===== config.mk =====
export PLATFORM = sky130hd
export DESIGN_NAME = cmd_frame_writer
export DESIGN_NICKNAME = d
export VERILOG_FILES = /design/src/rtl/cmd_frame_writer.sv
export SDC_FILE = /design/constraint.sdc
export NUM_CORES = 1
export LEC_CHECK = 0
export CELL_PAD_IN_SITES_DETAIL_PLACEMENT = 0
export CELL_PAD_IN_SITES_GLOBAL_PLACEMENT = 2
export CORE_AREA = 2 2 48 94
export DETAILED_ROUTE_END_ITERATION = 12
export DIE_AREA = 0 0 50 96
export PLACE_DENSITY_LB_ADDON = 0.12
export SYNTH_ARGS = -nofsm -noshare
export SYNTH_HDL_FRONTEND = slang
export SYNTH_SLANG_ARGS = --single-unit

===== constraint.sdc =====
create_clock -name clk -period 4.4 [get_ports clk]
set_clock_uncertainty 0.15 [all_clocks]
set_input_delay 0.44 -clock clk [delete_from_list [all_inputs] [get_ports clk]]
set_output_delay 0.44 -clock clk [all_outputs]
set_load 0.02 [all_outputs]

===== src/rtl/cmd_frame_writer.sv =====
// cmd_frame_writer
// ----------------
// Writer side of the host command byte stream. It takes one command request
// per cmd_valid/cmd_ready handshake and serialises it into the 8-bit fifo
// write port in controller wire order: cmd byte, then arg msb, then arg lsb.
// Only the two argument-carrying codes (ARG_CMD_0 / ARG_CMD_1) produce the
// two argument bytes. Every other code is sent as a 1-byte frame.
//
// Optional feature macro: CMD_FRAME_WRITER_STATS_EN
//   When defined, the module adds the STAT_WIDTH parameter and the
//   frame_count output. frame_count counts completed frames and wraps.
//
// Ports:
//   clk          system clock
//   rst_n        asynchronous active-low reset
//   cmd_valid    request valid
//   cmd_ready    writer can accept a request this cycle (S_IDLE only)
//   cmd_in       command code
//   arg_in       16-bit argument (msb is byte 1, lsb is byte 2)
//   wdata        fifo write data
//   winc         fifo write strobe, one byte per high cycle
//   wfull        fifo full, active high
//   busy         frame in progress
//   frame_count  completed frames (only with CMD_FRAME_WRITER_STATS_EN)

module cmd_frame_writer #(
    parameter logic [7:0] ARG_CMD_0 = 8'h10,
    parameter logic [7:0] ARG_CMD_1 = 8'h11
`ifdef CMD_FRAME_WRITER_STATS_EN
    ,
    parameter int STAT_WIDTH = 16
`endif
) (
    input  logic        clk,
    input  logic        rst_n,
    input  logic        cmd_valid,
    output logic        cmd_ready,
    input  logic [7:0]  cmd_in,
    input  logic [15:0] arg_in,
    output logic [7:0]  wdata,
    output logic        winc,
    input  logic        wfull,
    output logic        busy
`ifdef CMD_FRAME_WRITER_STATS_EN
    ,
    output logic [STAT_WIDTH-1:0] frame_count
`endif
);

    typedef enum logic [1:0] {
        S_IDLE,
        S_CMD,
        S_MSB,
        S_LSB
    } state_t;

    state_t      state;
    state_t      state_next;
    logic [7:0]  cmd_q;
    logic [15:0] arg_q;
    logic        has_arg;
    logic        accept;
    logic        last_byte;

    assign accept = cmd_valid && cmd_ready;

    // The final byte is the lsb of a 3-byte frame or the cmd of a 1-byte frame.
    // It only counts as written on a cycle where winc is high.
    assign last_byte = winc && ((state == S_LSB) || ((state == S_CMD) && !has_arg));

    // State register and request latches. The latches are written only on
    // accept, so input changes during a frame cannot disturb the bytes in flight.
    always_ff @(posedge clk or negedge rst_n) begin
        if (!rst_n) begin
            state   <= S_IDLE;
            cmd_q   <= 8'h00;
            arg_q   <= 16'h0000;
            has_arg <= 1'b0;
        end else begin
            state <= state_next;
            if (accept) begin
                cmd_q   <= cmd_in;
                arg_q   <= arg_in;
                has_arg <= (cmd_in == ARG_CMD_0) || (cmd_in == ARG_CMD_1);
            end
        end
    end

    // Next state and outputs. winc is derived from the registered state, so a
    // reset drops it immediately. wfull holds the state, which keeps wdata
    // stable, so a stalled byte is retried and never duplicated.
    always_comb begin
        state_next = state;
        cmd_ready  = 1'b0;
        busy       = 1'b1;
        winc       = 1'b0;
        wdata      = cmd_q;
        unique case (state)
            S_IDLE: begin
                cmd_ready = 1'b1;
                busy      = 1'b0;
                if (cmd_valid) begin
                    state_next = S_CMD;
                end
            end
            S_CMD: begin
                winc  = !wfull;
                wdata = cmd_q;
                if (!wfull) begin
                    state_next = has_arg ? S_MSB : S_IDLE;
                end
            end
            S_MSB: begin
                winc  = !wfull;
                wdata = arg_q[15:8];
                if (!wfull) begin
                    state_next = S_LSB;
                end
            end
            S_LSB: begin
                winc  = !wfull;
                wdata = arg_q[7:0];
                if (!wfull) begin
                    state_next = S_IDLE;
                end
            end
            default: begin
                state_next = S_IDLE;
            end
        endcase
    end

`ifdef CMD_FRAME_WRITER_STATS_EN
    // Completed-frame counter. It wraps naturally at its width.
    always_ff @(posedge clk or negedge rst_n) begin
        if (!rst_n) begin
            frame_count <= '0;
        end else if (last_byte) begin
            frame_count <= frame_count + 1'b1;
        end
    end
`else
    logic unused_last_byte;
    assign unused_last_byte = last_byte;
`endif

endmodule


==> impl_metrics.py <==
metrics = {
    "outcome": {
        "status": "completed",
    },
    "layout": {
        "area_growth_syn_to_layout_pct": 38.4,
        "antenna_cells": 0,
        "stdcell_area_um2": 1700,
        "layout.nets": 164,
        "nFillCells": 402,
        "drive_above_1_share_pct": 21.5,
    },
    "timing": {
        "finalSetupViolCount": 0,
        "fin_crit_ns": 2.58,
        "fmax_mhz": 388,
        "tns_ns": 0,
        "rsz0062_at_grt": "no",
        "max_slew_margin_pct": 20.9,
        "slew_viol_final": 0,
        "tightest_slew_ns": 1.19,
        "fin_crit_sh_pct": 58.6,
        "fin_ws_ns": 1.82,
        "hold_viol": 0,
        "timing.hold.ws_ns": 0.345,
    },
    "power_and_ir_drop": {
        "powerDensity_nw_per_um2": 581,
        "totalPowerFinal_uw": 986,
        "p_leak_nw": 0.703,
        "max-vdd-ir-drop_mv": 0.294,
    },
    "run": {
        "cap_violations": 0,
    },
    "drt": {
        "wl_um": 2350,
        "post_drt_wl_per_cell_um": 12.5,
        "via_per_inst": 4.58,
        "vias": 857,
        "drtAntennaViolNets": 0,
        "firstDrtPassIters": 2,
        "route.detailed.drc": 0,
        "first_iter_violations": 14,
    },
    "synth": {
        "syn_area_um2": 1230,
        "synthCells": 96,
        "ys_warn_count": 0,
        "syn_avg_cell_area_um2": 12.8,
        "ys_ff_latch": 27,
        "yosysUniqueCellTypes": 18,
        "yosysSeqAreaShare_pct": 55.1,
        "syn_nets": 124,
    },
    "clock_tree": {
        "clk_latency_ns": 0.27,
        "cts_made_buffers": 3,
        "ctsHoldBuffers": 0,
        "h-tree-depth": 1,
        "clk_pin_slew_ns": 0.09,
        "clockBufferDepth": 2,
        "cts_tree": "yes",
        "post_cts_buffers": 0,
        "cts.repair.resized": 0,
        "clock_sinks": 27,
        "cts_root_buf": "clkbuf_8",
    },
    "global_route": {
        "use_met2_pct": 19.3,
        "grt_usage_pct": 10.9,
        "gr-usage-met3_pct": 1.71,
        "grt_pass1_vias": 920,
        "met1_usage_pct": 12.2,
        "overflow": 0,
        "grt_pass1_wl_um": 3970,
        "grt_max_degree": 28,
        "top_usage_layer": "met2",
        "grt_antenna_before_repair": 0,
    },
    "floorplan": {
        "core_um2": 4090,
        "io_pins": 39,
        "dieArea_um2": 4800,
        "die_w_um": 50,
        "start_util_pct": 30.0,
        "rows": 33,
        "die_y_um": 96,
    },
    "setup_path": {
        "worstSetupStartpointType": "register",
        "worstSetupPathType": "reg -> out",
        "cp-end-kind": "primary output",
        "critPathRequiredTime_ns": 3.81,
        "crit_arrival_ns": 1.99,
        "crit_fanout": 22,
        "r2r_cells": 2,
    },
    "worst_hold_path": {
        "worstHoldPathType": "reg -> reg",
        "hold_path_depth": 1,
    },
    "placement": {
        "place_congestion": 0.657,
        "dpl_cell_area_um2": 1650,
        "io_buffers": 38,
        "dp_slack_ns": 1.76,
    },
}
==> cells in the mapped netlist (all sizes together) <==
master	instances	area (um^2)
nand3	1	5.00
mux2i	8	80.1
mux2	24	270
nor4b	1	8.76
nand2b	2	12.5
o21a	1	7.51
nor3b	1	18.8
o21ai	2	10.0
dfrtp	27	676
buf	3	27.5
a21oi	9	45.0
nor2	11	41.3
inv	2	7.51
clkbuf	2	7.51
nor3	1	5.00
nand2	1	3.75
==> routing by layer <==
layer  routed length, um  vias to the layer above
li1                    -                      412
met1                 970                      412
met2                1210                       28
met3                 106                        5
met4                  55                        0
met5                   0                        -
==> stage by stage <==
stage          instances  util [%]
2_1_floorplan         96         -
3_3_place_gp         183      40.4
3_5_place_dp         183      40.4
4_1_cts              187      41.5
5_1_grt              187      41.5
6_report             187      41.5
==> cell usage in the layout (no fill, tap or decap), types with 2 or more instances in the layout <==
cell and count:
clkdlybuf4s50_1 38, dfrtp_1 27, mux2_2 23, nor2_1 11
a21oi_1 9, mux2i_1 8, clkbuf_8 3, inv_1 2
nand2b_1 2, o21ai_0 2, buf_4 2
==> worst max-delay path, cell delays in order (launching register included) <==
cell and delay, ns:
dfrtp_1 0.83, nor2_1 0.12, a21oi_1 0.15, clkdlybuf4s50_1 0.62
==> power breakdown <==
part | total (mW) | leakage (nW) | switching (mW) | internal, mW
clock network | 0.139 | 0.0228 | 0.0744 | 0.0649
logic | 0.415 | 0.361 | 0.170 | 0.245
registers | 0.432 | 0.319 | 0.0701 | 0.362
==> final timing paths <==
kind	start	to	slack, ns
min	arg_q[2]	arg_q[2]	0.35
max reg2reg	register	arg_q[8]	1.98
min in group asynchronous	rst_n	arg_q[9]	0.39
min reg2reg	arg_q[2]	arg_q[2]	0.35
max	register	wdata[7]	1.82
max in group asynchronous	rst_n	arg_q[0]	3.45
==> cell families after synthesis <==
logic type,synth area share (%)
buffers and inverters,3.47
AND/OR/NAND/NOR,7.75
AO/OA/AOI/OAI,5.10
multiplexers,28.6
flip-flops,55.1
==> registers in the layout, indices dropped and copies added, names as in the netlist, named ones only <==
signal   count
has_arg      1
state        1
arg_q       16
cmd_q        8
==> area by class of cell <==
cell class                      count  area (um^2)  area share, %
Clock buffer                        4         45.0           2.65
Sequential cell                    27          676           39.8
Tap cell                           52         65.1           3.83
Inverter                            2         7.51          0.442
Multi-Input combinational cell     62          508           29.9
Timing Repair Buffer               40          395           23.3
No activity file was read; power rests on OpenSTA's default activity.
